**src/rtl/otp_key_stream_if.sv**
```systemverilog
// Key stream link between the one-time-pad key source and its consumer.
// The master side is the key generator; the slave side is the consumer
// (e.g. the brickwall encryptor/decryptor) which also supplies the seed.
interface otp_key_stream_if #(
    parameter int WIDTH = 32,
    parameter int CW    = 11
);
    logic             seed_load;
    logic [WIDTH-1:0] seed;
    logic             key_ready;
    logic             key_valid;
    logic [WIDTH-1:0] key;
    logic [CW-1:0]    key_index;
    logic             exhausted;
    logic             zero_seed;

    modport master (
        input  seed_load,
        input  seed,
        input  key_ready,
        output key_valid,
        output key,
        output key_index,
        output exhausted,
        output zero_seed
    );

    modport slave (
        output seed_load,
        output seed,
        output key_ready,
        input  key_valid,
        input  key,
        input  key_index,
        input  exhausted,
        input  zero_seed
    );
endinterface

```
**src/rtl/otp_key_stream.sv**
```systemverilog
// One-time-pad key stream generator.
// A Galois LFSR seeded by seed_load is advanced STEPS times per key (unrolled
// into a single cycle), warmed up for WARMUP advances, and then presents one
// key per accepted handshake until MAX_KEYS keys have been issued. After that
// the stream stays exhausted until it is reseeded, so no pad word is reused.
// The CW parameter must match the CW of the connected interface.
module otp_key_stream #(
    parameter int               WIDTH    = 32,
    parameter logic [WIDTH-1:0] POLY     = 32'h80200003,
    parameter int               STEPS    = 32,
    parameter int               WARMUP   = 16,
    parameter int               MAX_KEYS = 1024,
    parameter int               CW       = $clog2(MAX_KEYS + 1)
) (
    input  logic               clk,
    input  logic               rst_n,
    otp_key_stream_if.master   bus
);

    // Warm-up counter is sized so that WARMUP=0 still yields a legal width.
    localparam int             WW         = $clog2(WARMUP + 2);
    localparam logic [WW-1:0]  WARM_LAST  = WW'((WARMUP > 0) ? (WARMUP - 1) : 0);
    localparam logic [CW-1:0]  IDX_LAST   = CW'(MAX_KEYS - 1);
    localparam logic [WIDTH-1:0] LFSR_ONE = WIDTH'(1);

    typedef enum logic [1:0] {
        IDLE = 2'd0,
        WARM = 2'd1,
        RUN  = 2'd2,
        EXH  = 2'd3
    } state_t;

    state_t           state_q;
    state_t           state_d;
    logic [WIDTH-1:0] lfsr_q;
    logic [WIDTH-1:0] lfsr_d;
    logic [CW-1:0]    idx_q;
    logic [CW-1:0]    idx_d;
    logic [WW-1:0]    warm_q;
    logic [WW-1:0]    warm_d;
    logic             zero_q;
    logic             zero_d;
    logic             valid_q;
    logic             exh_q;
    logic [WIDTH-1:0] lfsr_adv;

    // One advance = STEPS Galois shifts. Since the register is never zero and
    // the feedback polynomial is primitive, the state can never collapse to 0.
    function automatic logic [WIDTH-1:0] adv(input logic [WIDTH-1:0] s);
        logic [WIDTH-1:0] r;
        r = s;
        for (int i = 0; i < STEPS; i++) begin
            r = r[0] ? ((r >> 1) ^ POLY) : (r >> 1);
        end
        return r;
    endfunction

    assign lfsr_adv = adv(lfsr_q);

    // State register; reset drops any stream in progress back to IDLE.
    always_ff @(posedge clk or negedge rst_n) begin
        if (!rst_n) begin
            state_q <= IDLE;
        end else begin
            state_q <= state_d;
        end
    end

    // Next-state and datapath decisions; a seed load overrides everything,
    // including a handshake that happens to coincide with it.
    always_comb begin
        state_d = state_q;
        lfsr_d  = lfsr_q;
        idx_d   = idx_q;
        warm_d  = warm_q;
        zero_d  = 1'b0;

        if (bus.seed_load) begin
            lfsr_d  = (bus.seed == '0) ? LFSR_ONE : bus.seed;
            zero_d  = (bus.seed == '0);
            idx_d   = '0;
            warm_d  = '0;
            state_d = (WARMUP > 0) ? WARM : RUN;
        end else begin
            case (state_q)
                IDLE: begin
                    state_d = IDLE;
                end
                WARM: begin
                    lfsr_d = lfsr_adv;
                    if (warm_q == WARM_LAST) begin
                        state_d = RUN;
                    end else begin
                        warm_d = warm_q + WW'(1);
                    end
                end
                RUN: begin
                    if (valid_q && bus.key_ready) begin
                        lfsr_d = lfsr_adv;
                        idx_d  = idx_q + CW'(1);
                        if (idx_q == IDX_LAST) begin
                            state_d = EXH;
                        end
                    end
                end
                EXH: begin
                    state_d = EXH;
                end
                default: begin
                    state_d = IDLE;
                end
            endcase
        end
    end

    // Datapath and registered status flags, derived from the next state so
    // key_valid and exhausted line up exactly with the state register.
    always_ff @(posedge clk or negedge rst_n) begin
        if (!rst_n) begin
            lfsr_q  <= LFSR_ONE;
            idx_q   <= '0;
            warm_q  <= '0;
            zero_q  <= 1'b0;
            valid_q <= 1'b0;
            exh_q   <= 1'b0;
        end else begin
            lfsr_q  <= lfsr_d;
            idx_q   <= idx_d;
            warm_q  <= warm_d;
            zero_q  <= zero_d;
            valid_q <= (state_d == RUN);
            exh_q   <= (state_d == EXH);
        end
    end

    assign bus.key       = lfsr_q;
    assign bus.key_index = idx_q;
    assign bus.key_valid = valid_q;
    assign bus.exhausted = exh_q;
    assign bus.zero_seed = zero_q;

endmodule

```
**src/flat_wrapper.sv**
```systemverilog
// flat-port wrapper written by rule: the top's interface ports become plain ports
module otp_key_stream_flat 
#(
    parameter int               WIDTH    = 32,
    parameter logic [WIDTH-1:0] POLY     = 32'h80200003,
    parameter int               STEPS    = 32,
    parameter int               WARMUP   = 16,
    parameter int               MAX_KEYS = 1024,
    parameter int               CW       = $clog2(MAX_KEYS + 1)
)
  (clk, rst_n, bus_seed_load, bus_seed, bus_key_ready, bus_key_valid, bus_key, bus_key_index, bus_exhausted, bus_zero_seed);
  otp_key_stream_if #(.WIDTH(WIDTH), .CW(CW)) bus_i ();
  input  logic clk;
  input  logic rst_n;
  input wire logic [$bits(bus_i.seed_load)-1:0] bus_seed_load;
  input wire logic [$bits(bus_i.seed)-1:0] bus_seed;
  input wire logic [$bits(bus_i.key_ready)-1:0] bus_key_ready;
  output wire logic [$bits(bus_i.key_valid)-1:0] bus_key_valid;
  output wire logic [$bits(bus_i.key)-1:0] bus_key;
  output wire logic [$bits(bus_i.key_index)-1:0] bus_key_index;
  output wire logic [$bits(bus_i.exhausted)-1:0] bus_exhausted;
  output wire logic [$bits(bus_i.zero_seed)-1:0] bus_zero_seed;
  assign bus_i.seed_load = bus_seed_load;
  assign bus_i.seed = bus_seed;
  assign bus_i.key_ready = bus_key_ready;
  assign bus_key_valid = bus_i.key_valid;
  assign bus_key = bus_i.key;
  assign bus_key_index = bus_i.key_index;
  assign bus_exhausted = bus_i.exhausted;
  assign bus_zero_seed = bus_i.zero_seed;
  otp_key_stream #(.WIDTH(WIDTH), .POLY(POLY), .STEPS(STEPS), .WARMUP(WARMUP), .MAX_KEYS(MAX_KEYS), .CW(CW)) u_core (.clk(clk), .rst_n(rst_n), .bus(bus_i));
endmodule
```
**config.mk**
```make
export PLATFORM = sky130hd
export DESIGN_NAME = otp_key_stream_flat
export DESIGN_NICKNAME = d
export VERILOG_FILES = /design/src/rtl/otp_key_stream_if.sv /design/src/rtl/otp_key_stream.sv /design/src/flat_wrapper.sv
export SDC_FILE = /design/constraint.sdc
export NUM_CORES = 1
export LEC_CHECK = 0
export ABC_AREA = 0
export BUFFER_PORTS_ARGS = -buffer_cell sky130_fd_sc_hd__clkbuf_2
export CORE_ASPECT_RATIO = 2
export CORE_MARGIN = 2
export CORE_UTILIZATION = 45
export DETAILED_ROUTE_END_ITERATION = 8
export HOLD_SLACK_MARGIN = 0.06
export PLACE_DENSITY = 0.75
export REMOVE_ABC_BUFFERS = 1
export SETUP_SLACK_MARGIN = 0.1
export SLEW_MARGIN = 0
export SYNTH_ARGS = -nofsm -noshare
export SYNTH_HDL_FRONTEND = slang
export SYNTH_SLANG_ARGS = --single-unit
```
**constraint.sdc**
```tcl
create_clock -name clk -period 4.4 [get_ports clk]
set_clock_uncertainty 0.05 [all_clocks]
set_input_delay 0.22 -clock clk [delete_from_list [all_inputs] [get_ports clk]]
set_output_delay 0.22 -clock clk [all_outputs]
set_load 0.03 [all_outputs]
```
Yosys cells after proc, flatten, opt, wreduce, memory -nomap -nowiden
Index checks and enable logic that the tools add are counted.

word-level totals
  register bits after elaboration = 53
  logic and storage cells = 108
  bits of input ports = 36
  output and inout bits = 46

cells by class
  mux-type cells = 48
  add/subtract/negate cells = 2
  equal/unequal tests = 9
  bitwise operators = 32
  reduce and logical (&&, ||, !) cells = 10

operator list
  kind                                                   number
  two-way mux 32 bit                                     35
  NOT 3 -> 4 bit                                         32
  case mux 32 bit (2 select lines)                       1
  two-way mux 11 bit                                     3
  zero test 32 bit                                       1
  two-way mux 5 bit                                      3
  adder 11 x 1 -> 11 bit, second input constant          1
  equality test 11 x 10 -> 1 bit, second input constant  1
  equality test 2 bit, second input constant             4
  two-way mux 2 bit                                      4
  case mux 2 bit (4 select lines)                        1
  AND reduction 2 bit                                    3
  nonzero test 2 bit                                     3
  adder 5 x 1 -> 5 bit, second input constant            1
  equality test 5 x 4 -> 1 bit, second input constant    1
  inequality test 3 x 2 -> 1 bit, second input constant  1
  nonzero test 3 bit                                     1
  equality test 2 x 1 -> 1 bit, second input constant    1
  zero test 2 bit                                        1
  inequality test 2 bit, second input constant           1
  logical AND 1 bit                                      1
  two-way mux 1 bit                                      1

Logic depth before layout (Yosys ltp)
Gate-level depths: netlist of run 1.

  word-level depth = 67
  gate-level depth with buffers = 9
  mapped depth without buffers = 7

Worst setup path after synthesis of run 1
OpenSTA, ideal clock, no wires.

  path kind = flip-flop to flip-flop
  from = register u_core.lfsr_q[9] (netlist: u_core.bus.key[9])
  to = register u_core.lfsr_q[18] (netlist: u_core.bus.key[18])
  setup time = 0.126 ns
  period minus slack after synthesis = 2.864 ns
  path slack = 1.536 ns
  buffers on the path = 0
  data required time = 4.224 ns
  stages on the path, launching flop included = 8
  arrival = 2.688 ns
  cells stage by stage = dfrtp_1 > xnor2_1 > xnor3_2 > xnor2_1 > xor3_2 > xnor2_2 > mux2i_1 > a221o_1

between the ends
  longest elaborated chain between the ends = 46
  elaborated cells between the ends (all ways) = 56
  those cells by class = mux (35); bitwise (21)

ends and longest elaborated chain
  what                                                                   RTL line               RTL
  start, declared                                                        otp_key_stream.sv:35   logic [WIDTH-1:0] lfsr_q;
  start signal, assigned                                                 otp_key_stream.sv:127  lfsr_q <= lfsr_d;
  two-way mux 32 bit * (7 in a row)                                      otp_key_stream.sv:53   r = r[0] ? ((r >> 1) ^ POLY) : (r >> 1);
  NOT 3 -> 4 bit (no line)                                               --
  two-way mux 32 bit *                                                   otp_key_stream.sv:53
  NOT 3 -> 4 bit (no line)                                               --
  two-way mux 32 bit * (3 in a row)                                      otp_key_stream.sv:53
  NOT 3 -> 4 bit (no line) / two-way mux 32 bit (equally long branches)  --
  two-way mux 32 bit * (2 in a row)                                      otp_key_stream.sv:53
  NOT 3 -> 4 bit (no line) / two-way mux 32 bit (equally long branches)  --
  [15 not listed]                                                        --
  two-way mux 32 bit * (2 in a row)                                      otp_key_stream.sv:53
  NOT 3 -> 4 bit (no line) / two-way mux 32 bit (equally long branches)  --
  two-way mux 32 bit * (2 in a row)                                      otp_key_stream.sv:53
  NOT 3 -> 4 bit (no line) / two-way mux 32 bit (equally long branches)  --
  two-way mux 32 bit * (5 in a row)                                      otp_key_stream.sv:53
  two-way mux 32 bit                                                     otp_key_stream.sv:98   if (valid_q && bus.key_ready) begin
  case mux 32 bit (2 select lines) *                                     otp_key_stream.sv:85   case (state_q)
  two-way mux 32 bit *                                                   otp_key_stream.sv:78   if (bus.seed_load) begin

Mark *: on every way between the ends. The rest lies on a longest branch, timed or not. The select of a mux whose other input is x is not followed.
A chain may end at the register's enable or synchronous reset.

Worst setup path after layout of run 1
  from = register u_core.lfsr_q[3] (netlist: u_core.bus.key[3])
  to = register u_core.lfsr_q[1] (netlist: u_core.bus.key[1])

between the ends
  longest elaborated chain between the ends = 51
  elaborated cells between the ends (all ways) = 65
  those cells by class = mux (35); bitwise (30)

ends and longest elaborated chain
  what                                RTL line
  two-way mux 32 bit *                otp_key_stream.sv:53
  NOT 3 -> 4 bit (no line)            --
  two-way mux 32 bit *                otp_key_stream.sv:53
  NOT 3 -> 4 bit (no line)            --
  two-way mux 32 bit * (2 in a row)   otp_key_stream.sv:53
  NOT 3 -> 4 bit (no line)            --
  two-way mux 32 bit * (2 in a row)   otp_key_stream.sv:53
  NOT 3 -> 4 bit (no line)            --
  [30 not listed]                     --
  two-way mux 32 bit * (2 in a row)   otp_key_stream.sv:53
  NOT 3 -> 4 bit (no line)            --
  two-way mux 32 bit * (2 in a row)   otp_key_stream.sv:53
  NOT 3 -> 4 bit (no line)            --
  two-way mux 32 bit * (2 in a row)   otp_key_stream.sv:53
  two-way mux 32 bit                  otp_key_stream.sv:98
  case mux 32 bit (2 select lines) *  otp_key_stream.sv:85
  two-way mux 32 bit *                otp_key_stream.sv:78

Marked as above.

==> run metrics, run 1 <==
Max Slew Vio Count 0; post-synth top area cell dfrtp_1; Pre-antenna DRT Iters 4; CTS H-tree lvls 2; CTS tree yes; routed wire length per instance 20.29 um; HPWL Detailed 8718 um; # fillers 748; clk sink count 53; global route hottest layer met2; CP Max Fanout 6; Post-Synthesis Cells 373; yosys warns 0; commonest non-fill, non-tap cell in the layout clkbuf_2; flop2flop setup slack 1.25 ns; Rel. slew slack 0.3633; DR vias 3019; Worst path top cell family by delay XOR/XNOR gates; Initial Utilization 0.4669; GR Overflow Total 0; crit end category register; Netlist cell types 43; vias in the first global route 3248; worst hold slack 0.09049 ns; multi-input combinational cell area 2425 um2; clk root buf clkbuf_16; clock latency on the worst-skew pair 0.30 ns; crit-path cells xnor2_1, xnor2_2, xnor2_1, xnor3_2, xnor3_2, xnor2_1, o21ai_1; Avg Inst Size Synth 10.38 um2; layout cell share with drive strength beyond 1 0.2628; TritonCTS buffer count 5; post-DR vias/cell 5.519; area grow syn2layout 17.10%; max_cap viols 0; Routed WL 11100 um; Fin. Hold Viols 0; die area 9406 um2; clk slew on worst S/H paths 0.07 ns; Post-synth ARST share 1.000; Slowest cell on crit path xnor3_2; Synth top area share 0.3361; CP peak stage delay 0.56 ns; Synth area leaders dfrtp_1, xnor2_1, xor2_1; worst path bufs/invs 0; initial DRC count 127; met1 Use GR 0.2415; n_diodes 0; Tmin final 3.155 ns; fmax 317.0 MHz; FF/Latch Area 1328 um2; Synth Flop Type dfrtp_1; Worst Hold Class in -> reg; cell row count 47; CP Class reg -> reg; Post-synth EDFFs 0; final antenna-violating net count 0; RSZ-0062 raised after global routing no; Tcrit/Tclk final 0.7169; synthesized cell area 3871 um2; critical path startpoint category register; Slew @ Worst Pin 0.9515 ns; critical path required time 4.52 ns; # IOs 82; Worst path most repeated cell xnor2_1; DIE HEIGHT 135.2 um; CTS max path bufs 2; die span in x 69.59 um; Buffers on Ports 81; total core area 8292 um2; post-synthesis register bit count 53; initial antenna violation count 0; GRT met3 Usage 0.03646; most frequent cells in the layout clkbuf_2, xnor2_1, dfrtp_1, nor2_1, xor2_1; GR Layer Usage met2 0.4615; largest net degree at the start of global routing 54; Data arrival, critical path 3.28 ns; total negative setup slack 0 ns; Net count, final 487; status finished, final reports clean; sequential area share after synthesis 0.3429; first-pass GRT wire length 17420 um; Final Wtd Congestion 0.9634; residual DRC count 0; final setup violation count 0; gr usage total 0.2448
==> cell families (layout without fill, tap and decap cells) <==
kind of cell | Yosys count | count (layout) | synth area share
XOR/XNOR | 127 | 127 | 0.3853
buffers and inverters | 23 | 99 | 0.03070
flip-flops | 53 | 53 | 0.3429
multiplexers | 9 | 9 | 0.02392
AND/OR/NAND/NOR | 99 | 99 | 0.1144
adder cells (fa/ha/maj) | 3 | 3 | 0.009697
AO/OA/AOI/OAI | 59 | 59 | 0.09308
==> metrics by stage <==
step	cell area (um2)	worst slack, ns	std cells	util
2_1_floorplan	3767	1.499	354	-
3_3_place_gp	4333	1.308	538	0.5226
3_5_place_dp	4333	1.292	538	0.5226
4_1_cts	4533	1.256	547	0.5467
5_1_grt	4533	1.178	547	0.5467
6_report	4533	1.245	547	0.5467
==> state kept, by name, indices dropped and copies added, names as in the netlist <==
| signal | flops |
|---|---|
| u_core.bus.zero_seed | 1 |
| u_core.bus.key | 32 |
| u_core.bus.key_valid | 1 |
| u_core.bus.key_index | 11 |
| u_core.bus.exhausted | 1 |
| u_core.state_q | 2 |
| u_core.warm_q | 5 |
==> worst paths after layout <==
path,startpoint,to,cells after the start
min in group asynchronous,rst_n,u_core.bus.key[25],3
worst min register to register,u_core.warm_q[3],u_core.warm_q[3],2
worst max-delay path,u_core.bus.key[3],u_core.bus.key[1],7
worst max register to register,u_core.bus.key[3],u_core.bus.key[1],7
max in group asynchronous,rst_n,u_core.warm_q[2],3
worst min-delay path,bus_seed[12],u_core.bus.key[12],3
==> worst register-to-register path, cell delays in order, from the launching register on <==
cell,delay (ns)
dfrtp_1,0.48
xnor2_1,0.48
xnor2_2,0.17
xnor2_1,0.45
xnor3_2,0.56
xnor3_2,0.42
xnor2_1,0.34
o21ai_1,0.09
==> per-layer routing <==
metal	vias up	wire length, um
met5	-	0
met4	0	696
met3	35	496
met2	94	6177
met1	1468	3727
li1	1422	-
==> synthesized netlist by cell type, types with 9 or more instances <==
cell type   n
xnor2_1    72
dfrtp_1    52
nor2_1     42
xor2_1     26
nand2_1    21
a21oi_1    15
clkbuf_1   11
o21ai_0    10
a22oi_1     9
o21ai_1     9
==> area by class of cell <==
class	instances	share of cell area
inverters	4	0.003312
multi-input cells	297	0.5349
flip-flops and latches	53	0.2929
well taps	98	0.02705
repair buffers	87	0.09992
clock buffers	5	0.02760
clock inverters	3	0.01435
==> what timing repair did <==
action                     4_1_cts  5_1_grt
buffers inserted                 0        0
hold buffers                     1        0
hold endpoints to repair        52        0
setup endpoints to repair        0        0
resized for setup                0        0
Power of run 1 is not shown: default switching activity piles up to over one toggle a cycle in this logic, so the estimate is an artifact.
==> inputs of run 2 (changes only) <==
==> constraint.sdc (replaced) <==
create_clock -name clk -period 3.2 [get_ports clk]
set_clock_uncertainty 0.05 [all_clocks]
set_input_delay 0.16 -clock clk [delete_from_list [all_inputs] [get_ports clk]]
set_output_delay 0.16 -clock clk [all_outputs]
set_load 0.03 [all_outputs]
==> run 2 against run 1 <==
Count of clock-buffer cells in the layout did not move. Fmax grew 5.0%. Routed wire length about the same. Cell area increased by 0.94%. Global-route usage increased by 0.42 points. Largest cell class unchanged.
==> run metrics, run 2 (synthesis gave the netlist of run 1 again) <==
Pre-antenna DRT Iters 4; DR vias 3090; Rel. slew slack 0.5380; fmax 332.9 MHz; clock latency on the worst-skew pair 0.30 ns; max_cap viols 0; total negative setup slack 0 ns; Tmin final 3.004 ns; Net count, final 494; Buffers on Ports 81; Final Wtd Congestion 1.031; initial DRC count 130; CTS H-tree lvls 2; Initial Utilization 0.4669; die span in x 69.59 um; Tcrit/Tclk final 0.9386; final antenna-violating net count 0; CP peak stage delay 0.59 ns; first-pass GRT wire length 17800 um; Routed WL 11100 um; crit-path cells xnor3_2, xor3_2, xnor2_2, xnor3_2, xnor3_2, xor2_1, o21ai_1; residual DRC count 0; Worst path most repeated cell xnor3_2; Slowest cell on crit path xnor3_2; n_diodes 0; total core area 8292 um2; HPWL Detailed 8921 um; post-DR vias/cell 5.578; Worst path top cell family by delay XOR/XNOR gates; worst path bufs/invs 0; max reg flops 32; Worst Hold Class in -> reg; crit end category register; clk root buf clkbuf_16; worst hold slack 0.07043 ns; commonest non-fill, non-tap cell in the layout clkbuf_2; CP Max Fanout 5; Setup Fix Bufs, Post-CTS 0; status finished, final reports clean; area grow syn2layout 18.20%; most frequent cells in the layout clkbuf_2, xnor2_1, dfrtp_1, nor2_1, xor2_1; # fillers 735; vias in the first global route 3417; path depth of the worst reg2reg path 7; initial antenna violation count 0; Max Slew Vio Count 0; gr usage total 0.2491; number of cells on the critical path 7; multi-input combinational cell area 2425 um2; die area 9406 um2; Fin. Hold Viols 0; critical path required time 3.37 ns; final setup violation count 0; routed wire length per instance 20.04 um; largest net degree at the start of global routing 38; TritonCTS buffer count 5; FF/Latch Area 1328 um2; DIE HEIGHT 135.2 um; clk sink count 53; CTS max path bufs 2; CP Class reg -> reg; layout cell share with drive strength beyond 1 0.2697; cell row count 47; RSZ-0062 raised after global routing no; GR Overflow Total 0; # IOs 82; Hold Crit Depth 2; critical path startpoint category register; Data arrival, critical path 3.17 ns; Slew @ Worst Pin 0.6930 ns; clk slew on worst S/H paths 0.07 ns; CTS tree yes
[run 2: cell count changes in the layout (fill, tap and decap cells not counted), sizes merged]
cell	delta
buf	+5
inv	+1
dlygate4sd3	+2
bufinv	-1
[run 2: routing by layer]
metal | track usage | wire length, um | up-vias
met5 | 0 | 0 | -
met4 | 0.1917 | 891 | 0
met3 | 0.03795 | 400 | 41
met2 | 0.4808 | 6297 | 97
met1 | 0.2235 | 3515 | 1513
li1 | - | - | 1439
[run 2: area by class of cell]
class,instances,area share
Multi-Input combinational cell,297,0.5299
Sequential cell,53,0.2901
Timing Repair Buffer,94,0.1116
Clock buffer,5,0.02734
Tap cell,98,0.02680
Clock inverter,3,0.01094
Inverter,4,0.003281
[run 2: timing repair]
| item | in CTS | in global routing |
|---|---|---|
| hold buffers | 2 | 1 |
| hold endpoints to repair | 23 | 1 |
| resized for setup | 0 | 0 |
[run 2: final timing paths]
kind	startpoint	to	slack (ns)
worst max-delay path	u_core.bus.key[5]	u_core.bus.key[21]	0.20
worst min-delay path	bus_seed[9]	u_core.bus.key[9]	0.07
worst max register to register	u_core.bus.key[5]	u_core.bus.key[21]	0.20
worst min register to register	u_core.warm_q[3]	u_core.warm_q[3]	0.51
max in group asynchronous	rst_n	u_core.bus.key[8]	1.99
min in group asynchronous	rst_n	u_core.bus.key[6]	0.38
[run 2: stage by stage]
step	utilization	cell area (um2)	setup WS, ns	std cells
finish	0.5518	4576	0.1964	554
global route	0.5518	4576	0.1351	554
CTS	0.5506	4566	0.1884	553
detailed placement	0.5271	4370	0.2247	543
global placement	0.5271	4370	0.2717	543
floorplan	-	3767	0.2993	354
Power of run 2 is left out for the same reason.
==> inputs of run 3 (changes only) <==
--- a/config.mk
+++ b/config.mk
@@ -12,7 +12,7 @@
 export CORE_UTILIZATION = 45
 export DETAILED_ROUTE_END_ITERATION = 8
 export HOLD_SLACK_MARGIN = 0.06
-export PLACE_DENSITY = 0.75
+export PLACE_DENSITY = 0.72
 export REMOVE_ABC_BUFFERS = 1
 export SETUP_SLACK_MARGIN = 0.1
 export SLEW_MARGIN = 0
==> constraint.sdc (replaced) <==
create_clock -name clk -period 3.6 [get_ports clk]
set_clock_uncertainty 0.05 [all_clocks]
set_input_delay 0.18 -clock clk [delete_from_list [all_inputs] [get_ports clk]]
set_output_delay 0.18 -clock clk [all_outputs]
set_load 0.03 [all_outputs]
==> run 3 against run 2 <==
Routed wire length is 0.36% higher. Register-to-register slack better by 0.23 ns. Core utilization is 1.1 points lower. Critical endpoint is now u_core.bus.key[18]. Largest cell class unchanged. Fmax fell by 5.4%. Critical path type unchanged. Sequential share of layout area grew 0.57 points. Via count is essentially flat. First-iteration DRC count grew 17%. Die area did not move. Critical path depth is the same. Highest routed layer unchanged. Global-route usage decreased by 0.090 points. Cell count is 1.1% lower. Flip-flop and latch count unchanged.
==> run metrics, run 3 (synthesis gave the netlist of run 1 again) <==
# IOs 82; GR Overflow Total 0; DR vias 3092; n_diodes 0; RSZ-0062 raised after global routing no; Initial Utilization 0.4669; residual DRC count 0; clk sink count 53; Pre-antenna DRT Iters 4; CTS tree yes; most frequent cells in the layout clkbuf_2, xnor2_1, dfrtp_1, nor2_1, xor2_1; Hold Crit Depth 3; final antenna-violating net count 0; largest net degree at the start of global routing 39; first-pass GRT wire length 17510 um; max reg flops 32; placed insts 539; CTS H-tree lvls 2; critical path startpoint category register; Tmin final 3.174 ns; max_cap viols 0; Slew @ Worst Pin 0.8504 ns; flop2flop setup slack 0.43 ns; layout cell share with drive strength beyond 1 0.2578; crit end category register; Setup Fix Bufs, Post-CTS 0; cell row count 47; clk slew on worst S/H paths 0.07 ns; clock latency on the worst-skew pair 0.30 ns; status finished, final reports clean; initial antenna violation count 0; worst hold slack 0.06402 ns; total core area 8292 um2; DIE HEIGHT 135.2 um; Final Wtd Congestion 0.9482; final core occ 0.5411; non-filler cells in the finished layout 548; FF-to-FF End u_core.bus.key[18]; Data arrival, critical path 3.31 ns; total negative setup slack 0 ns; HPWL Detailed 8771 um; clk root buf clkbuf_16; Rel. slew slack 0.4317; CP Class reg -> reg; die span in x 69.59 um; Crit Reg-Reg Startpoint u_core.bus.key[9]; commonest non-fill, non-tap cell in the layout clkbuf_2; Worst Hold Class in -> reg; vias in the first global route 3256; TritonCTS buffer count 5; routed wire length per instance 20.34 um; area grow syn2layout 15.90%; die area 9406 um2; Tcrit/Tclk final 0.8817; initial DRC count 152; critical path required time 3.73 ns; post-DR vias/cell 5.642; fmax 315.0 MHz; path depth of the worst reg2reg path 7; Routed WL 11140 um; Buffers on Ports 81; Max Slew Vio Count 0; CTS max path bufs 2; Fin. Hold Viols 0; Net count, final 488; CP Max Fanout 6; final setup violation count 0; worst hold path endpoint u_core.bus.key[12]; gr usage total 0.2482; hold wc startpoint bus_seed[12]
## run 3: what timing repair did
action                     4_1_cts  5_1_grt
setup endpoints to repair        0        0
hold buffers                     1        0
hold endpoints to repair        30        0
resized for setup                0        0
## run 3: metal layers
layer	routed length, um	vias to the layer above	global-route usage
li1	-	1430	-
met1	3685	1507	0.2353
met2	6068	112	0.4679
met3	531	43	0.04018
met4	859	0	0.1819
met5	0	-	0
## run 3: how the worst max path moves through the flow
stage,end,startpoint,depth (start not counted)
floorplan,u_core.bus.key[1],u_core.bus.key[4],6
global placement,u_core.bus.key[27],u_core.bus.key[9],7
detailed placement,u_core.bus.key[18],u_core.bus.key[9],7
CTS,u_core.bus.key[18],u_core.bus.key[9],7
global route,u_core.bus.key[18],u_core.bus.key[9],7
finish,u_core.bus.key[18],u_core.bus.key[9],7
## run 3: layout make-up
cell class	count	area, um2
fill	767	3805
multi-input combinational	297	2425
sequential	53	1328
timing repair buffer	88	460.4
clock buffer	8	136.4
tap	98	122.6
inverter	4	15.01
## run 3: stage by stage
step           worst slack (ns)  cell area [um2]
4_1_cts                  0.4405             4487
2_1_floorplan            0.6993             3767
3_5_place_dp             0.4512             4340
6_report                 0.4258             4487
5_1_grt                  0.3380             4487
3_3_place_gp             0.5533             4340
## run 3: critical path, cell delays in order, from the launching register on
cell     delay, ns
dfrtp_1       0.45
xnor2_1       0.42
xnor3_2       0.61
xnor2_1       0.42
xor3_2        0.51
xnor2_2       0.22
mux2i_1       0.11
a221o_1       0.27
Power of run 3 is left out for the same reason.
